### src/rtl/fetch_stage_pkg.sv
// Shared definitions for the instruction-fetch stage.
//   - Default reset PC and NOP word used by fetch_stage and if_id_register.
//   - Bytes per instruction word.
//   - FSM state encoding for the fetch sequencer.
//   - Helper that classifies a redirect target as unusable.
package fetch_stage_pkg;

    localparam logic [31:0] DEF_RESET_PC  = 32'h0000_0000;
    localparam logic [31:0] DEF_NOP_INSTR = 32'h0000_0000;
    localparam int unsigned WORD_BYTES    = 4;

    typedef enum logic [1:0] {
        ST_RUN   = 2'd0,
        ST_HALT  = 2'd1,
        ST_FAULT = 2'd2
    } fetch_state_e;

    // A redirect target is unusable if it is not word aligned or lies at or
    // beyond the end of instruction memory.
    function automatic logic target_is_bad(input logic [31:0] target,
                                           input logic [31:0] byte_limit);
        return (target[1:0] != 2'b00) || (target >= byte_limit);
    endfunction

endpackage

### src/rtl/fetch_stage_if.sv
// Instruction-memory bus between the fetch stage and a combinational memory.
//   imem_pc           byte address presented by the fetch stage
//   imem_instruction  word returned by the memory in the same cycle
// Modports: master = fetch stage, slave = instruction memory.
interface fetch_stage_if;

    logic [31:0] imem_pc;
    logic [31:0] imem_instruction;

    modport master (
        output imem_pc,
        input  imem_instruction
    );

    modport slave (
        input  imem_pc,
        output imem_instruction
    );

endinterface

### src/rtl/fetch_stage_if_id_register.sv
// IF/ID pipeline register.
//   clk            rising-edge clock
//   rst_n          asynchronous active-low reset (empties the register)
//   load_i         capture {valid, pc, pc+4, instruction}
//   flush_i        replace contents with a bubble (takes precedence over load)
//   pc_i           byte address of the word being captured
//   pc_plus4_i     pc_i + 4
//   instruction_i  word being captured
//   valid_o / pc_o / pc_plus4_o / instruction_o   registered contents
// With neither load nor flush the contents hold (stall).
module if_id_register
    import fetch_stage_pkg::*;
#(
    parameter logic [31:0] NOP_INSTR = DEF_NOP_INSTR
) (
    input  logic        clk,
    input  logic        rst_n,
    input  logic        load_i,
    input  logic        flush_i,
    input  logic [31:0] pc_i,
    input  logic [31:0] pc_plus4_i,
    input  logic [31:0] instruction_i,
    output logic        valid_o,
    output logic [31:0] pc_o,
    output logic [31:0] pc_plus4_o,
    output logic [31:0] instruction_o
);

    logic        valid_q;
    logic [31:0] pc_q;
    logic [31:0] pc_plus4_q;
    logic [31:0] instruction_q;

    always_ff @(posedge clk or negedge rst_n) begin
        if (!rst_n) begin
            valid_q       <= 1'b0;
            pc_q          <= 32'h0;
            pc_plus4_q    <= 32'h0;
            instruction_q <= NOP_INSTR;
        end else if (flush_i) begin
            valid_q       <= 1'b0;
            pc_q          <= 32'h0;
            pc_plus4_q    <= 32'h0;
            instruction_q <= NOP_INSTR;
        end else if (load_i) begin
            valid_q       <= 1'b1;
            pc_q          <= pc_i;
            pc_plus4_q    <= pc_plus4_i;
            instruction_q <= instruction_i;
        end
    end

    assign valid_o       = valid_q;
    assign pc_o          = pc_q;
    assign pc_plus4_o    = pc_plus4_q;
    assign instruction_o = instruction_q;

endmodule

### src/rtl/fetch_stage.sv
// Instruction-fetch stage of the 32-bit MIPS-style core.
// Owns the program counter, presents it to the combinational instruction
// memory and captures the returned word into the IF/ID register.
//   clk                 rising-edge clock
//   rst_n               asynchronous active-low reset
//   imem                instruction-memory bus (master side)
//   stall_i             hold PC and IF/ID this cycle
//   redirect_i          taken branch/jump: load redirect_pc_i and flush IF/ID
//   redirect_pc_i       redirect target byte address
//   if_id_valid_o       IF/ID holds a real instruction
//   if_id_pc_o          byte address of if_id_instruction_o
//   if_id_pc_plus4_o    if_id_pc_o + 4
//   if_id_instruction_o fetched word, NOP_INSTR when not valid
//   halted_o            fetch ran off the end of memory
//   fault_o             a redirect targeted a bad address (sticky until reset)
// Edge priority: redirect > stall > advance.
module fetch_stage
    import fetch_stage_pkg::*;
#(
    parameter logic [31:0] RESET_PC   = DEF_RESET_PC,
    parameter int unsigned IMEM_WORDS = 128,
    parameter logic [31:0] NOP_INSTR  = DEF_NOP_INSTR
) (
    input  logic                clk,
    input  logic                rst_n,
    fetch_stage_if.master       imem,
    input  logic                stall_i,
    input  logic                redirect_i,
    input  logic [31:0]         redirect_pc_i,
    output logic                if_id_valid_o,
    output logic [31:0]         if_id_pc_o,
    output logic [31:0]         if_id_pc_plus4_o,
    output logic [31:0]         if_id_instruction_o,
    output logic                halted_o,
    output logic                fault_o
);

    localparam logic [31:0] PC_LIMIT = 32'(IMEM_WORDS * WORD_BYTES);

    fetch_state_e state_q, state_d;
    logic [31:0]  pc_q, pc_d;
    logic         halted_q;
    logic         fault_q;

    logic [31:0]  pc_plus4;
    logic         redirect_bad;
    logic         ifid_load;
    logic         ifid_flush;

    assign pc_plus4     = pc_q + 32'd4;
    assign redirect_bad = target_is_bad(redirect_pc_i, PC_LIMIT);
    assign imem.imem_pc = pc_q;

    // Next-state / next-PC selection and IF/ID control.
    always_comb begin
        state_d    = state_q;
        pc_d       = pc_q;
        ifid_load  = 1'b0;
        ifid_flush = 1'b0;

        unique case (state_q)
            ST_RUN, ST_HALT: begin
                if (redirect_i) begin
                    // The redirected PC is loaded even when the target is bad;
                    // FAULT clears it on the following edge.
                    ifid_flush = 1'b1;
                    pc_d       = redirect_pc_i;
                    state_d    = redirect_bad ? ST_FAULT : ST_RUN;
                end else if (stall_i) begin
                    // Hold everything.
                end else if (state_q == ST_RUN) begin
                    ifid_load = 1'b1;
                    pc_d      = pc_plus4;
                    // The last word is still delivered; only the next fetch stops.
                    if (pc_plus4 == PC_LIMIT) begin
                        state_d = ST_HALT;
                    end
                end else begin
                    // HALT: PC parked at the limit, drain IF/ID to a bubble.
                    ifid_flush = 1'b1;
                end
            end
            ST_FAULT: begin
                ifid_flush = 1'b1;
                pc_d       = 32'h0;
            end
            default: begin
                ifid_flush = 1'b1;
                pc_d       = 32'h0;
                state_d    = ST_FAULT;
            end
        endcase
    end

    always_ff @(posedge clk or negedge rst_n) begin
        if (!rst_n) begin
            state_q  <= ST_RUN;
            pc_q     <= RESET_PC;
            halted_q <= 1'b0;
            fault_q  <= 1'b0;
        end else begin
            state_q  <= state_d;
            pc_q     <= pc_d;
            halted_q <= (state_d == ST_HALT);
            fault_q  <= (state_d == ST_FAULT);
        end
    end

    if_id_register #(
        .NOP_INSTR(NOP_INSTR)
    ) u_if_id (
        .clk          (clk),
        .rst_n        (rst_n),
        .load_i       (ifid_load),
        .flush_i      (ifid_flush),
        .pc_i         (pc_q),
        .pc_plus4_i   (pc_plus4),
        .instruction_i(imem.imem_instruction),
        .valid_o      (if_id_valid_o),
        .pc_o         (if_id_pc_o),
        .pc_plus4_o   (if_id_pc_plus4_o),
        .instruction_o(if_id_instruction_o)
    );

    assign halted_o = halted_q;
    assign fault_o  = fault_q;

endmodule

### src/flat_wrapper.sv
// flat-port wrapper written by rule: the top's interface ports become plain ports
module fetch_stage_flat import fetch_stage_pkg::*;
#(
    parameter logic [31:0] RESET_PC   = DEF_RESET_PC,
    parameter int unsigned IMEM_WORDS = 128,
    parameter logic [31:0] NOP_INSTR  = DEF_NOP_INSTR
)
  (clk, rst_n, stall_i, redirect_i, redirect_pc_i, if_id_valid_o, if_id_pc_o, if_id_pc_plus4_o, if_id_instruction_o, halted_o, fault_o, imem_imem_pc, imem_imem_instruction);
  fetch_stage_if imem_i ();
  input  logic clk;
  input  logic rst_n;
  input  logic stall_i;
  input  logic redirect_i;
  input  logic [31:0] redirect_pc_i;
  output logic if_id_valid_o;
  output logic [31:0] if_id_pc_o;
  output logic [31:0] if_id_pc_plus4_o;
  output logic [31:0] if_id_instruction_o;
  output logic halted_o;
  output logic fault_o;
  output wire logic [$bits(imem_i.imem_pc)-1:0] imem_imem_pc;
  input wire logic [$bits(imem_i.imem_instruction)-1:0] imem_imem_instruction;
  assign imem_imem_pc = imem_i.imem_pc;
  assign imem_i.imem_instruction = imem_imem_instruction;
  fetch_stage #(.RESET_PC(RESET_PC), .IMEM_WORDS(IMEM_WORDS), .NOP_INSTR(NOP_INSTR)) u_core (.clk(clk), .rst_n(rst_n), .imem(imem_i), .stall_i(stall_i), .redirect_i(redirect_i), .redirect_pc_i(redirect_pc_i), .if_id_valid_o(if_id_valid_o), .if_id_pc_o(if_id_pc_o), .if_id_pc_plus4_o(if_id_pc_plus4_o), .if_id_instruction_o(if_id_instruction_o), .halted_o(halted_o), .fault_o(fault_o));
endmodule
### config.mk
export PLATFORM = sky130hd
export DESIGN_NAME = fetch_stage_flat
export DESIGN_NICKNAME = d
export VERILOG_FILES = /design/src/rtl/fetch_stage_pkg.sv /design/src/rtl/fetch_stage_if.sv /design/src/rtl/fetch_stage_if_id_register.sv /design/src/rtl/fetch_stage.sv /design/src/flat_wrapper.sv
export SDC_FILE = /design/constraint.sdc
export NUM_CORES = 1
export LEC_CHECK = 0
export CORE_MARGIN = 2
export CORE_UTILIZATION = 42
export DETAILED_ROUTE_END_ITERATION = 10
export HOLD_SLACK_MARGIN = 0.12
export PLACE_DENSITY = 0.77
export SYNTH_ARGS = -nofsm -noshare
export SYNTH_HDL_FRONTEND = slang
export SYNTH_SLANG_ARGS = --single-unit
### constraint.sdc
create_clock -name clk -period 2.75 [get_ports clk]
set_clock_uncertainty 0.05 [all_clocks]
set_input_delay 0.55 -clock clk [delete_from_list [all_inputs] [get_ports clk]]
set_output_delay 0.55 -clock clk [all_outputs]
set_load 0.1 [all_outputs]
==> metrics <==
max frequency=376.9 MHz; reg2reg end=u_core.state_q[0]; vias in the first global route=5576; total chip power=4403 uW; Tmin final=2.653 ns; Synth Register Bits=131; Logic pwr share=4.5%; internal power=3490 uW; Iteration-0 DRC Markers=475; switching power=912.5 uW; fin area=8838 sq um; Die W=123.3 microns; worst-path cell chain=buf_4 > ha_4 > nand3_4 > or4_4 > xnor2_2 > or4b_1 > or4_4 > o21ai_2; slowest stage cell, crit path=or4_4; r2r setup slk=0.1 ns; Max-Cap Viols=0; TritonCTS clock tree=done; final wirelength=19.86 mm; share of layout cells above drive strength 1=33.33%; critical path type=register to register; Synth Warn #=0; Inserted Clock Buffers=17; clk slew on worst S/H paths=0.06 ns; pin count of the biggest net entering global routing=58; max incr delay on CP=0.50 ns; initial antenna violation count=0; global route overflow=0; Pwr Density=498.1 nW/um^2; switching share of total power=20.73%; Setup WS post-layout=0.09673 ns; first-pass GRT wire length=30.48 mm; maximum vdd ir drop=0.5109 mV; CP required=3.05 ns; Fillers=1091; Worst setup SP type=register; Remaining DRCs=0; Die ar.=15200 sq um; syn nets=641; H-tree Lvls=4; CP dominant cell by count=or4_4; hold_sp=u_core.u_if_id.pc_o[7]; clk root buf=clkbuf_16; fin. max-slew vios=0; clock power share=51.7%; Initial DRT Pass Iterations=5; crit share post-route=96.48%; number of nets in the layout=862; RSZ-0062 raised after global routing=yes; DR WL/cell=20.18 microns; Top delay family on crit path=simple AND/OR/NAND/NOR gates; Top FF cell, synth=dfrtp_1; synthesized cell area=5977 sq um; measured slew at the worst slew-check pin=0.6444 ns; Worst slew margin=57.04%; Synth Instances=571; number of vias per cell=5.748; R2R depth=8; status=complete, no violations; Cell variety after synth=47; area post-placement=8179 sq um; sequential fraction of design power=43.8%; Initial Util=43.06%; synth-to-layout area growth=47.88%; Placer Congestion=0.9147; # diodes=0; DIE HEIGHT=123.3 microns; async set-reset flop share out of synthesis=100.0%; Hold Fails Final Rpt=0; Worst Setup SP=u_core.imem.imem_pc[3]; # clock sinks=131; aggregate global-route resource usage=26.44%; via count=5656; Worst R2R Start=u_core.imem.imem_pc[3]; Clock Tree Buf Depth=2; I/O pin total=199; IO buf count=198; number of flops mapped to enable cells by yosys=0; core area=13880 sq um; hold depth=2; worst-path maximum fanout=6; hold endpoint=u_core.u_if_id.pc_o[7]; Final setup viols=0; final antenna-violating net count=0; leakage=0.004084 uW; FP Rows=43; clk_lat worst skew=0.42 ns; Worst Setup End Kind=register; hpwl dp=14.12 mm; Worst Path Arrival=2.95 ns; HP Class=register to register; DP Worst Slack=-0.6459 ns; Syn Area/Cell=10.47 sq um; WP buf/inv=1; sequential area share after synthesis=54.85%
power by group through the flow:
stage               sequential (uW)  clock, uW  combinational (uW)
floorplan                      1960          0                35.0
global placement               1960          0                 196
detailed placement             1960          0                 198
CTS                            1930       2310                 200
global route                   1930       2400                 216
finish                         1930       2280                 199
final cells by class:
cell class | count | area, sq um | area share, %
clock inverters | 11 | 135.1 | 1.529
flip-flops and latches | 131 | 3343 | 37.83
well taps | 180 | 225.2 | 2.548
inverters | 5 | 18.77 | 0.2123
repair buffers | 255 | 2106 | 23.83
multi-input cells | 382 | 2554 | 28.89
clock buffers | 20 | 456.7 | 5.167
how the worst max path moves through the flow:
stage / end / slack [ns] / cells after the start
after global routing: u_core.halted_o / -0.009 / 8
after CTS: u_core.halted_o / 0.03 / 8
after detailed placement: u_core.state_q[0] / -0.65 / 8
after floorplan: u_core.halted_o / -0.15 / 8
final: u_core.state_q[0] / 0.1 / 8
after global placement: u_core.halted_o / -0.56 / 8
layout by cell type (no fill, tap or decap), drive strengths merged, types with 4 or more instances in the layout:
cell and n:
a21oi 22, a22o 73, buf 189, clkbuf 20, clkdlybuf4s50 65, clkinv 6
dfrtp 131, inv 5, mux2i 8, nand2 64, nand3 15, nand4 12
nor2 25, nor3 15, nor4 13, o21ai 55, o311ai 11, or4 4
xnor2 16, xor2 15
logic make-up (layout without fill, tap and decap cells):
group,after synthesis,in the layout,synth area share (%)
compound gates,178,178,21.00
xor+xnor,31,31,4.668
fa+ha+maj,2,2,0.4186
buf+inv,58,291,3.915
flops,131,131,54.85
mux,8,8,1.340
simple gates,163,163,13.82
sequential cells by signal, summed over array words and instances, names as in the netlist:
name	cells
u_core.state_q	2
u_core.imem.imem_pc	32
u_core.halted_o	1
u_core.u_if_id.instruction_o	32
u_core.u_if_id.valid_o	1
u_core.fault_o	1
u_core.u_if_id.pc_plus4_o	30
u_core.u_if_id.pc_o	32
worst register-to-register path: stages (launching register included):
cell and delay (ns):
dfrtp_4 0.40, buf_4 0.15, ha_4 0.19, nand3_4 0.08, or4_4 0.49, xnor2_2 0.15, or4b_1 0.44, or4_4 0.50
o21ai_2 0.13
cell usage after synthesis, drive strengths merged, types with 3 or more instances:
| library cell | n | area share, % |
|---|---|---|
| dfrtp | 131 | 55 |
| a22o | 73 | 11 |
| nand2 | 64 | 4.0 |
| o21ai | 55 | 4.6 |
| clkbuf | 39 | 2.4 |
| nor2 | 25 | 1.6 |
| a21oi | 22 | 1.8 |
| xnor2 | 16 | 2.5 |
| nand3 | 15 | 1.5 |
| nor3 | 15 | 1.3 |
| xor2 | 15 | 2.2 |
| buf | 14 | 1.2 |
| nor4 | 13 | 1.6 |
| nand4 | 12 | 1.4 |
| o311ai | 11 | 1.6 |
| mux2i | 8 | 1.3 |
| inv | 5 | 0.31 |
| or4 | 4 | 0.57 |
| and2 | 3 | 0.31 |
| and3 | 3 | 0.40 |
| o31a | 3 | 0.44 |
| or4b | 3 | 0.50 |
per-layer routing:
metal  vias up  track usage [%]  part of all wire, %
met5         -                0                    0
met4         0            10.16                  2.1
met3        34            6.135                  8.5
met2       283            41.04                   47
met1      2801            36.07                   42
li1       2538                -                    -
metrics by stage:
stage          setup TNS, ns  std cells  utilization (%)  hold slack [ns]
6_report                   0        984            63.67           0.4376
5_1_grt            -0.008600        984            63.67           0.4640
3_3_place_gp          -1.111        951            58.92           0.4128
4_1_cts                    0        982            63.41           0.4409
2_1_floorplan        -0.3260        571                -           0.2044
3_5_place_dp          -1.281        951            58.92           0.4250
what timing repair did:
| action | CTS | global route |
|---|---|---|
| hold buffers | 1 | 0 |
| pin swaps | 4 | 7 |
| endpoints found under the setup margin | 2 | 2 |
| endpoints found under the hold margin | 51 | 0 |
| buffers inserted | 0 | 2 |
| resized for setup | 7 | 6 |
(Power assumes the default switching activity.)
==> RTL edit: new RTL, same flow settings <==
Re-encode `fetch_state_e` (3 states) as one-hot, 3 bits wide.
--- a/src/rtl/fetch_stage_pkg.sv
+++ b/src/rtl/fetch_stage_pkg.sv
@@ -9,10 +9,10 @@
     localparam logic [31:0] DEF_NOP_INSTR = 32'h0000_0000;
     localparam int unsigned WORD_BYTES    = 4;
 
-    typedef enum logic [1:0] {
-        ST_RUN   = 2'd0,
-        ST_HALT  = 2'd1,
-        ST_FAULT = 2'd2
+    typedef enum logic [2:0] {
+        ST_RUN   = 3'b001,
+        ST_HALT  = 3'b010,
+        ST_FAULT = 3'b100
     } fetch_state_e;
 
     // A redirect target is unusable if it is not word aligned or lies at or
Function: no difference found for any inputs over 4 cycles, from zero or initial values and one cycle with rst_n low; so few cycles prove little.
==> RTL edit against the original RTL <==
Clock power up 6%; synthesized area rose by 5.6%; wire length up 2.8%; sequential share of layout area fell by 0.49 points; final area rose by 2.3%; sequential cell count increased by 1; worst setup slack improved by 0.013 ns; die area up 5.4%; power increased by 3.5%; critical endpoint is now u_core.state_q[0]$_DFF_PN1_; largest power group unchanged.
==> RTL edit: results (changes against the original RTL) <==
| Metric | Value |
|---|---|
| Detailed-placement wirelength estimate | 14790 um (+4.8%) |
| Met1 Use GR | 0.3714 (+0.01067) |
| P_clk | 2.42 mW (+6%) |
| Mux cell area share after synthesis | 0.01269 (-0.0007117) |
| Top cells by instance count after synthesis | dfrtp_1 (131), nand2_1 (70), a22o_1 (63), nor2_1 (60), o21ai_0 (36) |
| Share of cells above drive strength 1 | 0.2963 (-0.03704) |
| Met2 GRT Util | 0.3970 (-0.01339) |
| Post-CTS Setup Bufs | 1 (+1) |
| Adder-Cell Fraction of Synth Area | 0.003964 (-0.0002224) |
| Tot GR Track Use | 0.2568 (-0.007653) |
| PostCTS Resize Cnt | 2 (-5) |
| Outcome | finished, final reports clean |
| Sw frac | 0.2085 (+0.001251) |
| Worst setup path start | u_core.imem.imem_pc[11]$_DFFE_PN0P_ |
| Wire per inst | 19.99 um (-0.93%) |
| Final net count | 894 (+3.7%) |
| Vias/cell | 5.567 (-3.1%) |
| IR drop worst, VDD | 0.0004312 V (-16%) |
| Compound-Gate Fraction of Synth Area | 0.1633 (-0.04663) |
| Slew Limit Headroom | 0.6171 (+0.04672) |
| Inst Count DP | 985 (+3.6%) |
| Synth Net Count | 694 (+8.3%) |
| Synth area leaders | dfrtp_1 (52%), a22o_1 (8.7%), nand2_1 (4.2%), xnor2_1 (4.2%), xor2_1 (3.7%) |
| Flop pwr share | 0.427 (-0.011) |
| FF-to-FF End | u_core.state_q[0]$_DFF_PN1_ |
| Global-route wire length before repair | 31820 um (+4.4%) |
| CP Data Arrival Time | 2.92 ns (-0.03 ns) |
| Worst Hold Launch | u_core.u_if_id.valid_o$_DFFE_PN0P_ |
| Wire length on met3 | 1534 um (-8.7%) |
| Worst Path Max Fanout | 9 (+3) |
| Initial drt markers | 561 (+18%) |
| Syn avg cell area | 10.12 um^2 (-3.4%) |
| Largest net degree at the start of global routing | 64 (+10%) |
| R2r worst-path depth | 9 (+1) |
| Internal power | 3.605 mW (+3.3%) |
| Global-route met3 utilization | 0.04850 (-0.01284) |
| Post-Route M1 WL | 9015 um (+6.9%) |
| Post-Layout Cell Count | 1021 (+3.8%) |
| Vias in the first global route | 5556 (-0.36%) |
| Met2 Wirelength | 9527 um (+2.2%) |
[RTL edit: per-stage QoR]
stage / worst slack (ns) / area [um^2] / utilization / hold WS [ns]
floorplan: 0.03019 / 6411 / - / 0.2044
global placement: -0.03216 / 8356 / 0.5727 / 0.4125
detailed placement: -0.06346 / 8356 / 0.5727 / 0.4174
CTS: 0.008618 / 9014 / 0.6178 / 0.4317
global route: 0.01886 / 9042 / 0.6198 / 0.4511
finish: 0.1093 / 9042 / 0.6198 / 0.4302
[RTL edit: final cells by class]
class	count	area [um^2]
Fill cell	1208	5547
Sequential cell	132	3376
Clock buffer	19	452.9
Timing Repair Buffer	240	2036
Tap cell	184	230.2
Multi-Input combinational cell	424	2735
Inverter	9	33.78
Clock inverter	13	178.9
[RTL edit: worst max-delay path, delay by kind of cell, from the launching register on]
kind	cells	cell delay [ns]
flip-flops	1	0.50
AND/OR/NAND/NOR	5	1.16
AO/OA/AOI/OAI	2	0.49
buffers and inverters	2	0.33
